`src/rtl/serial_add_sched.sv`:
```
// serial_add_sched: two requesters share one full-adder slice. WIDTH-bit
// sums are computed bit-serially, LSB first, over exactly WIDTH RUN cycles.
// The result is then held in DONE until the consumer takes it.
// Optional macro SERIAL_ADD_SCHED_RR_EN: round-robin arbitration on ties.
// Without it, requester 0 has fixed priority.
module serial_add_sched #(
  parameter int WIDTH = 8
) (
  input  logic             clk,
  input  logic             rst,
  input  logic             req0_valid,
  output logic             req0_ready,
  input  logic [WIDTH-1:0] req0_a,
  input  logic [WIDTH-1:0] req0_b,
  input  logic             req1_valid,
  output logic             req1_ready,
  input  logic [WIDTH-1:0] req1_a,
  input  logic [WIDTH-1:0] req1_b,
  output logic             res_valid,
  input  logic             res_ready,
  output logic [WIDTH-1:0] res_sum,
  output logic             res_cout,
  output logic             res_id,
  output logic             busy
);

  localparam int CW = (WIDTH > 1) ? $clog2(WIDTH) : 1;

  typedef enum logic [1:0] {IDLE, RUN, DONE} state_t;

  state_t           state_q, state_d;
  logic [CW-1:0]    cnt_q;
  logic             c_q;
  logic             id_q;
  logic [WIDTH-1:0] a_q, b_q, sum_q;
  logic             gnt0, gnt1, accept, last_bit, s_bit, c_next;

`ifdef SERIAL_ADD_SCHED_RR_EN
  // ptr_q holds the id of the last granted requester; the other one wins a tie
  logic ptr_q;

  // Grant the requester not served last when both are valid
  always_comb begin
    gnt0 = req0_valid;
    gnt1 = req1_valid;
    if (req0_valid && req1_valid) begin
      gnt0 = ptr_q;
      gnt1 = !ptr_q;
    end
  end

  // Remember who was served; reset to 1 so requester 0 wins the first tie
  always_ff @(posedge clk or posedge rst) begin
    if (rst)         ptr_q <= 1'b1;
    else if (accept) ptr_q <= gnt1;
  end
`else
  // Fixed priority: requester 0 always wins a tie
  assign gnt0 = req0_valid;
  assign gnt1 = req1_valid && !req0_valid;
`endif

  assign accept   = (state_q == IDLE) && (gnt0 || gnt1);
  assign last_bit = (cnt_q == CW'(WIDTH - 1));

  // The shared full-adder slice works on the LSBs of the shifting operands
  assign s_bit  = a_q[0] ^ b_q[0] ^ c_q;
  assign c_next = (a_q[0] & b_q[0]) | (a_q[0] & c_q) | (b_q[0] & c_q);

  // State register
  always_ff @(posedge clk or posedge rst) begin
    if (rst) state_q <= IDLE;
    else     state_q <= state_d;
  end

  // Next state and handshake readies; readies only ever come up in IDLE
  always_comb begin
    state_d    = state_q;
    req0_ready = 1'b0;
    req1_ready = 1'b0;
    case (state_q)
      IDLE: begin
        req0_ready = gnt0;
        req1_ready = gnt1;
        if (gnt0 || gnt1) state_d = RUN;
      end
      RUN:     if (last_bit) state_d = DONE;
      DONE:    if (res_ready) state_d = IDLE;
      default: state_d = IDLE;
    endcase
  end

  // Datapath: latch operands on accept, then shift one bit per RUN cycle.
  // Sum bits enter at the MSB, so after WIDTH shifts they are aligned.
  always_ff @(posedge clk or posedge rst) begin
    if (rst) begin
      a_q   <= '0;
      b_q   <= '0;
      sum_q <= '0;
      c_q   <= 1'b0;
      cnt_q <= '0;
      id_q  <= 1'b0;
    end else begin
      case (state_q)
        IDLE: if (accept) begin
          a_q   <= gnt1 ? req1_a : req0_a;
          b_q   <= gnt1 ? req1_b : req0_b;
          id_q  <= gnt1;
          sum_q <= '0;
          c_q   <= 1'b0;
          cnt_q <= '0;
        end
        RUN: begin
          a_q   <= a_q >> 1;
          b_q   <= b_q >> 1;
          sum_q <= {s_bit, sum_q[WIDTH-1:1]};
          c_q   <= c_next;
          cnt_q <= last_bit ? '0 : cnt_q + CW'(1);
        end
        default: ;
      endcase
    end
  end

  assign res_valid = (state_q == DONE);
  assign res_sum   = sum_q;
  assign res_cout  = c_q;
  assign res_id    = id_q;
  assign busy      = (state_q != IDLE);

endmodule
```
`config.mk`:
```
export PLATFORM = sky130hd
export DESIGN_NAME = serial_add_sched
export DESIGN_NICKNAME = d
export VERILOG_FILES = /design/src/rtl/serial_add_sched.sv
export SDC_FILE = /design/constraint.sdc
export NUM_CORES = 1
export LEC_CHECK = 0
export CAP_MARGIN = 30
export CORE_ASPECT_RATIO = 0.9
export CORE_MARGIN = 5
export CORE_UTILIZATION = 45
export CTS_CLUSTER_SIZE = 24
export DETAILED_ROUTE_END_ITERATION = 6
export PLACE_DENSITY = 0.85
export SLEW_MARGIN = 0
export SYNTH_ARGS = -nofsm -noshare
export SYNTH_HDL_FRONTEND = slang
export SYNTH_SLANG_ARGS = --single-unit
```
`constraint.sdc`:
```
create_clock -name clk -period 3.8 [get_ports clk]
set_input_delay 0.76 -clock clk [delete_from_list [all_inputs] [get_ports clk]]
set_output_delay 0.76 -clock clk [all_outputs]
set_load 0.1 [all_outputs]
```
==> results.ini, run 1 <==
[global_route]
grt_pass1_vias=1325
grt_overflow=0
antenna_found_initial=0
grt_max_degree=34
grt.total_usage=0.169
grt_pass1_wl_um=6120

[worst_hold_path]
min-delay-start=a_q[7]
min_path_type=reg2reg

[synthesis]
synth_cells=136
syn_area_per_cell_um2=11.2
synth_area_leader_cell=dfrtp_1
ys_seq_area_frac=0.512
yosys_warnings=0
synthTopCellsByArea=dfrtp_1, a22o_1, a221o_1
synthesis.nets=176
yosysTopAreaCellShare=0.512
syn_area_um2=1520
ys_types=20
ys_ff_latch=31

[placed_design]
hpwl_um=2690
io_buffers=50
globalplace.congestion=0.749
pre_cts_slack_ns=0.845

[setup_path]
crit_type=in2out
max_stage_delay_ns=0.93
crit_path_start=req0_valid
worstReg2RegStart=state_q[0]
end_kind=output pin
cp.required_ns=3.04
start_kind=primary input
cp_max_fo=20
crit_slowest_cell=clkdlybuf4s50_1
critical_path_arrival_ns=2.18
cp_cell_sequence=clkdlybuf4s50_1 -> and2_1 -> buf_12

[cts]
post_cts_buffers=0
clock_path_buffers=2
cts_tree=built
clkLatencyLatePin_ns=0.28
htreeDepth=2
cts_hold_buf=0
cts.sinks=31
numCtsBuffers=5
cts_root_buf=clkbuf_8
cts_resized=0
path_clk_slew_ns=0.06

[layout]
final_cell_mix=clkdlybuf4s50_1, dfrtp_1, a22o_1, inv_1, a21oi_1
multi_input_area_um2=591
nFillCells=272
drive_gt1_frac=0.0556
syn2layout_area_growth_pct=37.7
seq_area_um2=776
antenna_cells=0
layout_commonest_cell=clkdlybuf4s50_1
nNetsFinal=221

[timing]
rsz0062_at_grt=no
fin_ws_ns=0.857
tightestPinTransition_ns=0.995
finalCriticalPeriod_ns=2.94
maxSlewViolCount=0
fin_tns_setup_ns=0
setup_viol=0
min_period_over_period=0.775
slew_headroom=0.337
max_freq_mhz=340
hold_violations=0
skew_ns=0.00489

[drt]
drc=0
routed_wl_um=3830
wl_per_cell_um=17.1
vias=1265
final_antenna_net_count=0
firstDrtPassIters=4
drt-initial-drc-count=82
viasPerCell=5.65

[floorplanning]
pin_count=51
die-width_um=71.2
rows=20
initial_core_util=0.459
core_area_um2=3300
die_h_um=65.1
die_area_um2=4630

[flow_run]
cap_viol_max_count=0

[power_and_ir_drop]
power_uw=1770
pwr_density_cell_nw_per_um2=849
p_leak_uw=0.000945
ir_worst_vdd_mv=0.535

[run_status]
outcome=finished, final reports clean

-- metal layers --
layer / vias up / global-route usage / share of wire
met4: 0 / 0.0822 / 0.010
met5: - / 0 / 0
met2: 40 / 0.276 / 0.51
met1: 629 / 0.208 / 0.42
li1: 592 / - / -
met3: 4 / 0.0388 / 0.059
-- report_power, final --
part           internal, uW  total (uW)  switching (uW)
logic                   345         938             593
clock network           122         229             107
registers               476         607             131
total                   943        1770             831
-- layout make-up --
type | count | share of cell area
sequential | 31 | 0.371
multi-input combinational | 75 | 0.283
inverter | 17 | 0.0306
timing repair buffer | 51 | 0.254
clock buffer | 6 | 0.0348
tap | 44 | 0.0264
-- final timing paths --
path,end,slack [ns],depth (start not counted)
worst min-delay path,a_q[7],0.51,1
worst min register to register,a_q[7],0.51,1
worst max register to register,a_q[0],1.57,3
worst max-delay path,req0_ready,0.86,3
min in group asynchronous,b_q[1],0.88,2
max in group asynchronous,cnt_q[1],2.41,3
-- flip-flops by register name (all words and copies together), names as in the netlist --
register  count
a_q           8
b_q           8
res_sum       8
cnt_q         3
state_q       2
res_cout      1
res_id        1
-- per-stage QoR --
| step | cells | utilization | cell area, um^2 | hold WS, ns |
|---|---|---|---|---|
| 2_1_floorplan | 136 | - | 1520 | 0.456 |
| 3_3_place_gp | 217 | 0.602 | 1990 | 0.471 |
| 3_5_place_dp | 218 | 0.610 | 2020 | 0.492 |
| 4_1_cts | 224 | 0.632 | 2090 | 0.509 |
| 5_1_grt | 224 | 0.632 | 2090 | 0.516 |
| 6_report | 224 | 0.632 | 2090 | 0.509 |
-- logic make-up (layout without fill, tap and decap cells) --
logic type / Yosys count / in the layout / share of synthesized area
flip-flops: 31 / 31 / 0.512
adder cells (fa/ha/maj): 3 / 3 / 0.0297
AND/OR/NAND/NOR: 11 / 11 / 0.0371
buffers and inverters: 30 / 74 / 0.0990
AO/OA/AOI/OAI: 61 / 61 / 0.323
-- synthesized netlist by cell type --
cell type / number
nor2_1: 4
o2bb2ai_1: 2
a22oi_1: 2
nand2_1: 1
and2b_1: 1
a21oi_1: 16
nor2b_1: 2
a221o_1: 14
nor3_1: 1
clkbuf_1: 5
buf_6: 4
or2_1: 1
ha_1: 2
a22o_1: 27
fa_1: 1
and2_1: 1
buf_2: 3
dfrtp_1: 31
inv_1: 17
buf_4: 1
-- worst max-delay path: cells and delay by family --
kind	cells	cell delay (ns)
buf+inv	2	1.12
simple gates	1	0.30
(Power assumes the default switching activity.)
==> run 2, diff against run 1 <==
Clock period 3.8 ns to 3.1 ns, I/O delays scaled along.
==> run 2 against run 1 <==
Effect of this change:
- total power up 24%
- core utilization is 0.076 points lower
- cell area decreased by 0.12%
- hold slack got worse by 0.0082 ns
- largest power group unchanged
- final cell count increased by 1.3%
- global-route usage is 0.63 points higher
==> results.ini, run 2 (synthesized netlist as in run 1, its figures left out) <==
[setup_path]
path_buf_inv=2  ; unchanged
crit_path_start=req0_valid
cp.required_ns=2.48  ; -0.56 ns
start_kind=primary input
crit_slowest_cell=clkdlybuf4s50_1
max_stage_delay_ns=0.63  ; -0.30 ns
critical_path_arrival_ns=1.68  ; -0.50 ns
crit_type=in2out
r2r_setup_slack_ns=1.21  ; -0.36 ns
end_kind=output pin
crit_family=buffers and inverters
worstReg2RegStart=state_q[1]
cp_max_fo=9  ; -55%
cp_cell_sequence=clkdlybuf4s50_1 -> and2_1 -> buf_12

[global_route]
grt_pass1_wl_um=6390  ; +4.4%
grt_overflow=0  ; unchanged
antenna_found_initial=0  ; unchanged
grt.total_usage=0.175  ; +0.00634
grt_pass1_vias=1359  ; +2.6%
grt_max_degree=30  ; -12%

[cts]
path_clk_slew_ns=0.06  ; about the same
clkLatencyLatePin_ns=0.28  ; about the same
cts.sinks=31  ; unchanged
clock_path_buffers=2  ; unchanged
post_cts_buffers=0  ; unchanged
cts_root_buf=clkbuf_8
htreeDepth=2  ; unchanged
numCtsBuffers=5  ; unchanged
cts_tree=built
cts_hold_buf=0  ; unchanged
cts_resized=0  ; unchanged

[drt]
firstDrtPassIters=4  ; unchanged
routed_wl_um=3870  ; +1.0%
viasPerCell=5.66  ; +0.16%
drc=0  ; unchanged
vias=1284  ; +1.5%
final_antenna_net_count=0  ; unchanged
wl_per_cell_um=17.1  ; -0.29%
drt-initial-drc-count=101  ; +23%

[flow_run]
cap_viol_max_count=0  ; unchanged

[timing]
skew_ns=0.00534  ; +0.000454 ns
hold_violations=0  ; unchanged
setup_viol=0  ; unchanged
tightestPinTransition_ns=0.980  ; -0.0153 ns
max_freq_mhz=434
fin_tns_setup_ns=0  ; unchanged
min_period_over_period=0.743
finalCriticalPeriod_ns=2.30
rsz0062_at_grt=no
slew_headroom=0.347  ; +0.0102
maxSlewViolCount=0  ; unchanged

[layout]
layout.cells.non_filler=227  ; +1.3%
nFillCells=280  ; +2.9%
antenna_cells=0  ; unchanged
layout_commonest_cell=clkdlybuf4s50_1
final_cell_mix=clkdlybuf4s50_1, dfrtp_1, a22o_1, inv_1, a21oi_1
nNetsFinal=223  ; +0.90%
drive_gt1_frac=0.131  ; +0.0756
syn2layout_area_growth_pct=37.5

[power_and_ir_drop]
pwr_density_cell_nw_per_um2=1060  ; +24%
ir_worst_vdd_mv=0.713  ; +33%
p_leak_uw=0.000972  ; +2.9%

[floorplanning]
rows=20  ; unchanged
pin_count=51  ; unchanged
die_h_um=65.1  ; unchanged
core_area_um2=3300  ; unchanged
die_area_um2=4630  ; unchanged
initial_core_util=0.459  ; unchanged
die-width_um=71.2  ; unchanged

[placed_design]
hpwl_um=2640  ; -1.8%
globalplace.congestion=0.743  ; -0.87%
dp_cells=220  ; +0.92%
io_buffers=50  ; unchanged

[run_status]
outcome=finished, final reports clean

[worst_hold_path]
min-delay-start=res_id
min_path_type=reg2reg

## run 2: cell types whose count changed in the layout (fill, tap and decap cells not counted), sizes merged
cell / previous run / this run
clkdlybuf4s50: 46 / 36
buf: 5 / 17
clkinv: 0 / 1
## run 2: path summary, 6_finish.rpt
kind | endpoint | cells past startpoint
worst max-delay path | req0_ready | 3
worst min-delay path | res_id | 2
worst max register to register | a_q[3] | 2
worst min register to register | res_id | 2
max in group asynchronous | a_q[4] | 3
min in group asynchronous | a_q[5] | 2
## run 2: final cells by class
class | instances | area (um^2) | area share
inverters | 17 | 63.8 | 0.0306
clock inverters | 1 | 5.00 | 0.00240
flip-flops and latches | 31 | 776 | 0.372
multi-input cells | 75 | 591 | 0.283
well taps | 44 | 55.1 | 0.0264
clock buffers | 6 | 82.6 | 0.0396
repair buffers | 53 | 513 | 0.246
## run 2: metrics by stage
step	total power, uW	hold slack (ns)	utilization	setup WS [ns]	instance area [um^2]
global route	2320	0.522	0.631	0.653	2090
global placement	1830	0.473	0.605	0.723	2000
CTS	2210	0.509	0.631	0.788	2090
detailed placement	1880	0.493	0.605	0.642	2000
floorplan	1620	0.456	-	0.245	1520
finish	2200	0.501	0.631	0.797	2090
## run 2: routing by layer
metal,part of all wire,track usage
met5,0,0
met4,0.019,0.0704
met3,0.055,0.0372
met2,0.50,0.289
met1,0.42,0.222
## run 2: worst min-delay path, stage by stage (launching register included)
cell     delay, ns
dfrtp_1       0.35
a21oi_1       0.05
nor2_1        0.07
## run 2: power breakdown
group	switching, uW	internal (uW)
Combinational	756	408
Clock	139	174
Sequential	141	584
==> run 3, diff against run 2 <==
Settings changed: CORE_UTILIZATION 45 to 41, PLACE_DENSITY 0.85 to 0.82.
Clock period 3.1 ns to 2 ns, I/O delays scaled along.
==> run 3 against run 2 <==
Effect of this change:
- total power is 57% higher
- non-clock buffer count is 5 higher
- clock skew is 0.00059 ns higher
- final cell count is 3.5% higher
- wire length is 1.5% lower
- core utilization is 4.3 points lower
- largest power group unchanged
- hold slack worse by 0.018 ns
- via count is 1.9% lower
- sequential power is 50% higher
- first-iteration DRC count is 56% lower
- largest cell class unchanged
==> results.ini, run 3 (synthesized netlist as in run 1, its figures left out) <==
[timing]
skew_ns=0.00593  ; +0.000586 ns
finalCriticalPeriod_ns=1.83
min_period_over_period=0.913
setup_viol=0  ; unchanged
max_freq_mhz=548
hold_violations=0  ; unchanged
fin_ws_ns=0.174  ; -0.622 ns
maxSlewViolCount=0  ; unchanged
slew_headroom=0.632  ; +0.285
rsz0062_at_grt=no
tightestPinTransition_ns=0.552  ; -0.428 ns

[floorplanning]
initial_core_util=0.415  ; -0.0439
die_area_um2=5020  ; +8.3%
core_area_um2=3650  ; +11%
die-width_um=74.1  ; +4.1%
pin_count=51  ; unchanged
rows=21  ; +5.0%
die_h_um=67.7  ; +4.0%

[layout]
layout_commonest_cell=clkdlybuf4s50_1
drive_gt1_frac=0.164  ; +0.0329
syn2layout_area_growth_pct=41.8
nNetsFinal=228  ; +2.2%
final_cell_mix=clkdlybuf4s50_1, dfrtp_1, a22o_1, buf_4, inv_1
post-route-util=0.589  ; -0.0425
antenna_cells=0  ; unchanged
stdcell_area_um2=2150  ; +3.1%
layout.cells.non_filler=235  ; +3.5%

[global_route]
grt.total_usage=0.174  ; -0.000989
grt_max_degree=33  ; +10%
grt_overflow=0  ; unchanged
antenna_found_initial=0  ; unchanged
use_met1=0.192  ; -0.0297
grt_pass1_vias=1349  ; -0.74%
use_met3=0.0640  ; +0.0268
grtUsageMet2=0.296  ; +0.00747
grt_pass1_wl_um=6370  ; -0.33%
busiest_layer=met2

[cts]
htreeDepth=2  ; unchanged
post_cts_buffers=0  ; unchanged
cts_root_buf=clkbuf_8
clock_path_buffers=2  ; unchanged
cts.sinks=31  ; unchanged
cts_hold_buf=0  ; unchanged
path_clk_slew_ns=0.07  ; about the same
clkLatencyLatePin_ns=0.29  ; about the same
numCtsBuffers=5  ; unchanged
cts_resized=0  ; unchanged
cts_tree=built

[placed_design]
hpwl_um=2780  ; +5.4%
place_area_um2=2070  ; +3.6%
pre_cts_slack_ns=0.0378  ; -0.605 ns
dp_cells=227  ; +3.2%
globalplace.congestion=0.787  ; +6.0%
io_buffers=50  ; unchanged

[power_and_ir_drop]
ir_worst_vdd_mv=0.847  ; +19%
internal_power_uw=1830  ; +57%
p_comb_frac=0.546  ; +0.017
p_leak_uw=0.00100  ; +3.1%
swShare=0.468  ; -0.00222
power_uw=3450  ; +57%
p_clk_frac=0.139  ; -0.003
p_switching_uw=1620  ; +56%
pwr_density_cell_nw_per_um2=1600  ; +52%
seqPwrFrac=0.316  ; -0.013

[drt]
firstDrtPassIters=4  ; unchanged
final_antenna_net_count=0  ; unchanged
wl_per_cell_um=16.2  ; -4.9%
routed_wl_um=3810  ; -1.5%
viasPerCell=5.36  ; -5.2%
vias=1260  ; -1.9%
drt-initial-drc-count=44  ; -56%
drc=0  ; unchanged

[setup_path]
cp_cell_sequence=clkdlybuf4s50_1 -> buf_4 -> and2_2 -> buf_12
r2r_setup_slack_ns=0.43  ; -0.78 ns
max_stage_delay_ns=0.50  ; -0.13 ns
cp_max_fo=8  ; -1
end_kind=output pin
reg2reg_depth=5  ; +3
worstReg2RegStart=state_q[0]
crit_slowest_cell=clkdlybuf4s50_1
crit_type=in2out
cp.required_ns=1.60  ; -0.88 ns
start_kind=primary input
critical_path_arrival_ns=1.43  ; -0.25 ns
r2r-end=res_sum[0]

[flow_run]
cap_viol_max_count=0  ; unchanged

[worst_hold_path]
min_path_type=in2async

[run_status]
outcome=finished, final reports clean

-- run 3: worst max-delay path, delay by kind of cell --
kind          cells  cell delay (ns)
simple gates      1             0.18
buf+inv           3             0.84
-- run 3: worst max-delay path by stage --
stage	start	slack, ns	to	cells after the start
5_1_grt	state_q[0]	0.12	req1_ready	4
3_3_place_gp	req0_valid	0.07	b_q[3]	4
6_report	req0_valid	0.17	req0_ready	4
3_5_place_dp	req0_valid	0.04	a_q[0]	4
2_1_floorplan	state_q[0]	-0.02	req1_ready	4
4_1_cts	req0_valid	0.17	req0_ready	4
-- run 3: layout make-up --
type	count	area, um^2
Clock inverter	1	5.00
Fill cell	289	1500
Clock buffer	7	76.3
Inverter	17	63.8
Sequential cell	31	776
Multi-Input combinational cell	75	597
Tap cell	46	57.6
Timing Repair Buffer	58	576
-- run 3: power by group through the flow --
| stage | clock [uW] | sequential, uW | combinational, uW |
|---|---|---|---|
| after detailed placement | 0 | 1100 | 1880 |
| after floorplan | 0 | 1660 | 852 |
| after global placement | 0 | 1080 | 1830 |
| final | 478 | 1090 | 1880 |
| after CTS | 486 | 1090 | 1890 |
| after global routing | 516 | 1120 | 2010 |
-- run 3: routing by layer --
metal | vias to the layer above | routed length (um) | part of all wire
met4 | 0 | 76 | 0.020
met1 | 617 | 1550 | 0.41
met2 | 27 | 2010 | 0.53
met5 | - | 0 | 0
li1 | 606 | - | -
met3 | 10 | 177 | 0.046
-- run 3: per-stage QoR --
step	hold slack (ns)	TNS, ns
detailed placement	0.474	0
global placement	0.474	0
global route	0.537	0
floorplan	0.456	-0.0222
finish	0.482	0
CTS	0.494	0
